### config.mk
export PLATFORM = sky130hd
export DESIGN_NAME = pulse_transmitter
export DESIGN_NICKNAME = d
export VERILOG_FILES = /design/src/rtl/pulse_transmitter.sv
export SDC_FILE = /design/constraint.sdc
export NUM_CORES = 1
export LEC_CHECK = 0
export BUFFER_PORTS_ARGS = -buffer_cell sky130_fd_sc_hd__buf_2
export CAP_MARGIN = 10
export CORE_UTILIZATION = 46
export CTS_CLUSTER_DIAMETER = 30
export DETAILED_ROUTE_END_ITERATION = 10
export PLACE_DENSITY = 0.73
export SYNTH_ARGS = -nofsm -noshare
export SYNTH_HDL_FRONTEND = slang
export SYNTH_SLANG_ARGS = --single-unit
### constraint.sdc
create_clock -name CLK -period 3.95 [get_ports CLK]
set_input_delay 0.1975 -clock CLK [delete_from_list [all_inputs] [get_ports CLK]]
set_output_delay 0.1975 -clock CLK [all_outputs]
set_load 0.05 [all_outputs]
### src/rtl/pulse_transmitter.sv
// pulse_transmitter: transmit-side sequencer.
// Raises T/R, waits a pre-guard, streams PULSE_LEN {Q,I} words from a
// 1-cycle-latency waveform RAM to the DAC at a programmable strobe rate,
// holds T/R through a post-guard, then emits a one-cycle done pulse.
// Every output is a flop; next-state/next-output logic lives in one always_comb.
module pulse_transmitter #(
   parameter int GUARD_PRE  = 8,
   parameter int GUARD_POST = 8,
   parameter int ADDR_W     = 16,
   parameter int DAC_W      = 16
) (
   input  logic                 CLK,
   input  logic                 RESET,
   input  logic                 START,
   input  logic                 ABORT,
   input  logic [ADDR_W-1:0]    PULSE_LEN,
   input  logic [7:0]           DIV,
   output logic                 RD_EN,
   output logic [ADDR_W-1:0]    RD_ADDR,
   input  logic [2*DAC_W-1:0]   RD_DATA,
   output logic [DAC_W-1:0]     DAC_I,
   output logic [DAC_W-1:0]     DAC_Q,
   output logic                 DAC_VALID,
   output logic                 TR_OUT,
   output logic                 BUSY,
   output logic                 TRANSMIT_OVER
);

   typedef enum logic [2:0] {
      S_IDLE = 3'd0,
      S_PRE  = 3'd1,
      S_TX   = 3'd2,
      S_POST = 3'd3,
      S_DONE = 3'd4
   } state_t;

   // One guard counter serves both PRE and POST, so size it for the longer one.
   localparam int GMAX   = (GUARD_PRE > GUARD_POST) ? GUARD_PRE : GUARD_POST;
   localparam int GCNT_W = (GMAX > 1) ? $clog2(GMAX) : 1;
   localparam logic [GCNT_W-1:0] PRE_LAST  = GCNT_W'(GUARD_PRE - 1);
   localparam logic [GCNT_W-1:0] POST_LAST = GCNT_W'(GUARD_POST - 1);

   state_t               state_q,     state_d;
   logic [ADDR_W-1:0]    len_q,       len_d;        // latched PULSE_LEN
   logic [7:0]           div_q,       div_d;        // latched DIV
   logic [GCNT_W-1:0]    gcnt_q,      gcnt_d;       // guard-time counter
   logic [7:0]           div_cnt_q,   div_cnt_d;    // cycles until next read
   logic [ADDR_W-1:0]    rd_idx_q,    rd_idx_d;     // reads issued so far
   logic [ADDR_W-1:0]    out_cnt_q,   out_cnt_d;    // DAC samples emitted so far
   logic                 rd_vld_q,    rd_vld_d;     // RD_DATA valid this cycle
   logic                 rd_en_q,     rd_en_d;
   logic [ADDR_W-1:0]    rd_addr_q,   rd_addr_d;
   logic [DAC_W-1:0]     dac_i_q,     dac_i_d;
   logic [DAC_W-1:0]     dac_qd_q,    dac_qd_d;
   logic                 dac_valid_q, dac_valid_d;
   logic                 tr_q,        tr_d;
   logic                 busy_q,      busy_d;
   logic                 over_q,      over_d;
   logic                 go_post;

   // Next-state and next-output computation for the whole sequencer.
   always_comb begin
      state_d     = state_q;
      len_d       = len_q;
      div_d       = div_q;
      gcnt_d      = gcnt_q;
      div_cnt_d   = div_cnt_q;
      rd_idx_d    = rd_idx_q;
      out_cnt_d   = out_cnt_q;
      rd_vld_d    = rd_en_q;       // RAM answers one cycle after the strobe
      rd_en_d     = 1'b0;
      rd_addr_d   = rd_addr_q;     // address holds between reads
      dac_i_d     = dac_i_q;       // samples hold between strobes
      dac_qd_d    = dac_qd_q;
      dac_valid_d = 1'b0;
      tr_d        = tr_q;
      busy_d      = busy_q;
      over_d      = 1'b0;
      go_post     = 1'b0;

      case (state_q)
         S_IDLE: begin
            tr_d   = 1'b0;
            busy_d = 1'b0;
            // A zero-length request would never produce a last sample; drop it.
            if (START && (PULSE_LEN != '0)) begin
               state_d = S_PRE;
               len_d   = PULSE_LEN;
               div_d   = DIV;
               gcnt_d  = '0;
               tr_d    = 1'b1;
               busy_d  = 1'b1;
            end
         end

         S_PRE: begin
            if (ABORT) begin
               go_post = 1'b1;
            end else if (gcnt_q == PRE_LAST) begin
               // Read 0 goes out in the first TX cycle.
               state_d   = S_TX;
               rd_en_d   = 1'b1;
               rd_addr_d = '0;
               rd_idx_d  = ADDR_W'(1);
               div_cnt_d = div_q;
               out_cnt_d = '0;
            end else begin
               gcnt_d = gcnt_q + 1'b1;
            end
         end

         S_TX: begin
            if (ABORT) begin
               // Anything still in the RAM pipe is dropped on the floor.
               go_post = 1'b1;
            end else begin
               // Read issue: divider reloads on every read.
               if (rd_idx_q != len_q) begin
                  if (div_cnt_q == 8'd0) begin
                     rd_en_d   = 1'b1;
                     rd_addr_d = rd_idx_q;
                     rd_idx_d  = rd_idx_q + ADDR_W'(1);
                     div_cnt_d = div_q;
                  end else begin
                     div_cnt_d = div_cnt_q - 8'd1;
                  end
               end
               // DAC capture on the edge where RAM data is valid.
               if (rd_vld_q) begin
                  dac_valid_d = 1'b1;
                  dac_i_d     = RD_DATA[DAC_W-1:0];
                  dac_qd_d    = RD_DATA[2*DAC_W-1:DAC_W];
                  out_cnt_d   = out_cnt_q + ADDR_W'(1);
               end
               // The cycle carrying the final strobe is the last TX cycle.
               if (dac_valid_q && (out_cnt_q == len_q)) begin
                  go_post = 1'b1;
               end
            end
         end

         S_POST: begin
            if (gcnt_q == POST_LAST) begin
               state_d = S_DONE;
               tr_d    = 1'b0;
               busy_d  = 1'b0;
               over_d  = 1'b1;
            end else begin
               gcnt_d = gcnt_q + 1'b1;
            end
         end

         S_DONE: begin
            state_d = S_IDLE;
            tr_d    = 1'b0;
            busy_d  = 1'b0;
         end

         default: begin
            state_d = S_IDLE;
            tr_d    = 1'b0;
            busy_d  = 1'b0;
         end
      endcase

      // Shared POST entry: T/R stays up, DAC is parked at zero, no strobes.
      if (go_post) begin
         state_d     = S_POST;
         gcnt_d      = '0;
         rd_en_d     = 1'b0;
         rd_vld_d    = 1'b0;
         dac_valid_d = 1'b0;
         dac_i_d     = '0;
         dac_qd_d    = '0;
         tr_d        = 1'b1;
         busy_d      = 1'b1;
      end
   end

   // State and output registers; reset clears everything at once.
   always_ff @(posedge CLK or posedge RESET) begin
      if (RESET) begin
         state_q     <= S_IDLE;
         len_q       <= '0;
         div_q       <= '0;
         gcnt_q      <= '0;
         div_cnt_q   <= '0;
         rd_idx_q    <= '0;
         out_cnt_q   <= '0;
         rd_vld_q    <= 1'b0;
         rd_en_q     <= 1'b0;
         rd_addr_q   <= '0;
         dac_i_q     <= '0;
         dac_qd_q    <= '0;
         dac_valid_q <= 1'b0;
         tr_q        <= 1'b0;
         busy_q      <= 1'b0;
         over_q      <= 1'b0;
      end else begin
         state_q     <= state_d;
         len_q       <= len_d;
         div_q       <= div_d;
         gcnt_q      <= gcnt_d;
         div_cnt_q   <= div_cnt_d;
         rd_idx_q    <= rd_idx_d;
         out_cnt_q   <= out_cnt_d;
         rd_vld_q    <= rd_vld_d;
         rd_en_q     <= rd_en_d;
         rd_addr_q   <= rd_addr_d;
         dac_i_q     <= dac_i_d;
         dac_qd_q    <= dac_qd_d;
         dac_valid_q <= dac_valid_d;
         tr_q        <= tr_d;
         busy_q      <= busy_d;
         over_q      <= over_d;
      end
   end

   assign RD_EN         = rd_en_q;
   assign RD_ADDR       = rd_addr_q;
   assign DAC_I         = dac_i_q;
   assign DAC_Q         = dac_qd_q;
   assign DAC_VALID     = dac_valid_q;
   assign TR_OUT        = tr_q;
   assign BUSY          = busy_q;
   assign TRANSMIT_OVER = over_q;

endmodule

==> Word-level counts from Yosys, hierarchy flattened <==
Cells that the tools add are included.
{ "classes": {"addsub": 4, "n_eq_ne": 19, "muxes": 61, "reduce_logical": 18} }
{ "ops": {"columns": ["op", "n"], "rows": [
  ["$mux W16", 20],
  ["$pmux W16 S2", 3],
  ["$mux W8", 5],
  ["$add A16 B1 Y16 const B", 2],
  ["$mux W3", 9],
  ["$mux W1", 18],
  ["$eq A16 B16 Y1", 1],
  ["$ne A16 B16 Y1", 1],
  ["$pmux W8 S2", 1],
  ["$reduce_bool A16 Y1", 1],
  ["$reduce_and A5 Y1", 3],
  ["$ne A2 B2 Y1 const B", 7],
  ["$ne A3 B3 Y1 const B", 4],
  ["$pmux W3 S4", 1],
  ["$pmux W3 S3", 1],
  ["$logic_not A8 Y1", 1],
  ["$sub A8 B1 Y8 const B", 1],
  ["$eq A3 B2 Y1 const B", 2],
  ["$reduce_and A3 Y1", 2],
  ["$reduce_and A6 Y1", 1],
  ["$reduce_bool A2 Y1", 3],
  ["$ne A2 B1 Y1 const B", 2],
  ["$pmux W1 S2", 2],
  ["$reduce_and A2 Y1", 2],
  ["8 further kinds", 9]
]} }
{ "word_totals": {"reg_bits": 123, "input_bits": 60, "wordCells": 117} }

==> Longest topological paths before layout <==
{ "logic_depth": {"depth_word": 7, "mapped_depth": 10} }

==> Worst setup path before layout <==
Ideal clock, no wire load.
{ "synth_path": {"kind": "register -> register", "from": "register, netlist name gcnt_q[0]", "to": "register dac_qd_q[0], in the netlist DAC_Q[0]", "setup_time_ns": 0.078, "arrival_time_ns": 2.058, "t_required_ns": 3.872, "slack_ns": 1.813, "path_stages_with_launch": 11, "path_buffers": 3, "period_less_slack_ns": 2.137, "path_cell_list": "dfrtp_1 -> ha_1 -> ha_1 -> clkbuf_1 -> and3b_1 -> o21ai_2 -> or2_1 -> buf_2 -> buf_2 -> nand2_1 -> a21oi_1"} }
{ "synth_lines": {"columns": ["item", "line", "source"], "rows": [
  ["end signal: assignment", "211", "dac_qd_q <= dac_qd_d;"],
  ["end: declaration", "54", "logic [DAC_W-1:0] dac_qd_q, dac_qd_d;"]
]} }

==> flow_summary.json <==
{
  "yosysWarnings": 0,
  "antenna_found_initial": 0,
  "setup_tns_ns": 0,
  "slew_violations": 0,
  "ff2ff_path_depth": 7,
  "yosysTopAreaCell": "dfrtp_1",
  "setup_slack_ns": 1.274,
  "vias_per_cell": 5.418,
  "syn-num-nets": 685,
  "status": "completed",
  "wl_met1_um": 6511,
  "intPower_mw": 2.837,
  "worst_hold_path_type": "input pin to register",
  "seq_area_frac_synth_pct": 51.38,
  "max_cap_violations": 0,
  "crit_type": "register to register",
  "vias": 4974,
  "h-tree-depth": 4,
  "io_pins": 113,
  "ff_latch_area_mm2": 0.003078,
  "power_mw": 4.195,
  "yosys-top-cells-count": "123 x dfrtp_1, 106 x nand2_1, 53 x a21oi_1, 40 x nor2_1, 28 x o21ai_1",
  "portBuffers": 112,
  "r2r_setup_slack_ns": 1.27,
  "layout.nets": 800,
  "pre_cts_ws_ns": 1.284,
  "whs_ns": 0.01479,
  "power.leakage_nw": 3.390,
  "async_reset_ff_share_pct": 100.0,
  "finalCritPeriodShare_pct": 67.75,
  "dr_wl_met3_um": 726,
  "routed_wl_um": 14540,
  "seq_power_share_pct": 41.4,
  "path_clk_slew_ns": 0.06,
  "p_comb_share_pct": 23.0,
  "dr_wl_met2_um": 7164,
  "grt_pass1_vias": 4848,
  "max-slew-margin-rel_pct": 19.01,
  "timing.fmax_ghz": 0.3737,
  "fin_crit_ns": 2.676,
  "p_clk_share_pct": 35.5,
  "fp.coreArea_mm2": 0.01267,
  "cp-endpoint": "DAC_Q[8]",
  "final_util_pct": 57.83,
  "grt_max_degree": 66,
  "crit_path_start": "gcnt_q[0]",
  "worst_slew_pin_slew_ns": 1.214,
  "syn_area_mm2": 0.005991,
  "hold_viol_final": 0,
  "worstSetupStartpointType": "register",
  "yosysMostFrequentCell": "dfrtp_1",
  "synth_cells": 619,
  "antenna_left": 0,
  "p_switching_mw": 1.358,
  "die-width_um": 116.1,
  "synth_flop_cell": "dfrtp_1",
  "skew_ns": 0.007851,
  "yosysUniqueCellTypes": 52,
  "synth_edf_count": 0,
  "worstReg2RegEnd": "DAC_Q[8]",
  "postCtsSetupRepairBufs": 0,
  "critPathCaptureType": "register",
  "dieArea_mm2": 0.01348,
  "dr.pass1.iters": 5,
  "die_h_um": 116.1,
  "design_area_mm2": 0.007327,
  "grt_setup_unrepaired": "false",
  "cts_tree": "yes",
  "overflow": 0,
  "grt_pass1_wl_um": 23330,
  "synth_area_leaders": "dfrtp_1 51%, nand2_1 6.6%, mux2_1 4.7%, a21oi_1 4.4%, xor2_1 3.9%",
  "sw_frac_of_total_pct": 32.37,
  "synth_top_area_share_pct": 51.38,
  "numCtsBuffers": 17,
  "multiInputGateArea_mm2": 0.002723,
  "drt-initial-drc-count": 335,
  "p_per_area_mw_per_mm2": 572.5,
  "ys_ff_latch": 123,
  "dp_cells": 877,
  "worstPathRequired_ns": 4.29,
  "diodes": 0,
  "track_usage_pct": 22.90,
  "syn_to_final_growth_pct": 22.31,
  "arrival_ns": 3.02,
  "r2r-start": "gcnt_q[0]",
  "setup_viol": 0,
  "floorplan.initialDensity_pct": 47.28,
  "layout-drive-gt1-share_pct": 21.85,
  "cts-root-buf": "clkbuf_16",
  "clk-insertion-delay-late_ns": 0.42,
  "clockBufferDepth": 2,
  "final_cells": 918,
  "crit_fanout": 32,
  "routedWlPerCell_um": 15.84,
  "ir_worst_vdd_v": 0.0003926,
  "hpwlAfterDp_um": 10100,
  "place_area_mm2": 0.006665,
  "drc": 0,
  "avgSynthCellArea_um2": 9.678,
  "cts_sinks": 123,
  "top_layer": "met4",
  "globalplace.congestion": 0.8318,
  "row_count": 41,
  "fillerInstances": 1128
}
## placed cells by master (no fill, tap or decap), types with 20 or more instances in the layout
| cell type | netlist | final |
|---|---|---|
| nor2_1 | 40 | 39 |
| xor2_1 | 27 | 27 |
| buf_2 | 12 | 112 |
| o21ai_0 | 24 | 24 |
| dfrtp_1 | 123 | 123 |
| a21oi_1 | 53 | 53 |
| o21ai_1 | 28 | 28 |
| nand2_1 | 106 | 106 |
| mux2_1 | 25 | 25 |
| xnor2_1 | 20 | 20 |
## per-layer routing
| metal | GRT usage (%) | up-vias |
|---|---|---|
| li1 | - | 2388 |
| met1 | 29.58 | 2424 |
| met2 | 37.34 | 146 |
| met3 | 6.694 | 16 |
| met4 | 7.009 | 0 |
| met5 | 0 | - |
## area by class of cell
cell class	instances	area share [%]
Sequential cell	123	42.01
Multi-Input combinational cell	455	37.16
Timing Repair Buffer	130	9.836
Clock buffer	23	6.387
Tap cell	172	2.937
Clock inverter	8	1.281
Inverter	7	0.3928
## registers in the layout, indices dropped and copies added, names as in the netlist, 8 cells and up
signal     flops
DAC_Q         16
rd_idx_q      16
len_q         16
out_cnt_q     16
div_cnt_q      8
RD_ADDR       16
div_q          8
DAC_I         16
## power by group through the flow
stage	Clock (mW)	Combinational, mW	Sequential (mW)
floorplan	0	0.745	1.69
global placement	0	0.917	1.74
detailed placement	0	0.949	1.75
CTS	1.51	0.967	1.73
global route	1.57	1.06	1.77
finish	1.49	0.967	1.74
## timing repair
action	in CTS	in global routing
resized for setup	0	0
hold buffers	9	1
hold endpoints to repair	71	1
## cell families (layout without fill, tap and decap cells)
kind of cell	Yosys count	in the layout	synth area share, %
AO/OA/AOI/OAI	135	135	12.82
flip-flops	123	123	51.38
XOR/XNOR	47	47	6.871
AND/OR/NAND/NOR	240	240	19.38
adder cells (fa/ha/maj)	6	6	1.253
multiplexers	27	27	5.033
buffers and inverters	41	168	3.258
## critical path: stages (launching register included)
cell	delay, ns
dfrtp_1	0.39
ha_1	0.17
ha_1	0.32
and3b_1	0.26
o21ai_2	0.15
nor2_2	0.95
nand2_1	0.18
a21oi_1	0.17
## worst min path at each step
stage | from | end | slack, ns | cells after the start
after CTS | RD_DATA[1] | DAC_I[1] | 0.0008 | 3
final | RD_DATA[1] | DAC_I[1] | 0.01 | 3
after global routing | RD_DATA[1] | DAC_I[1] | 0.009 | 3
after global placement | RESET | div_q[2] | 0.40 | 2
after detailed placement | RESET | div_q[5] | 0.41 | 2
after floorplan | RD_DATA[13] | DAC_I[13] | 0.33 | 2
Power figures use the tool's default switching activity.
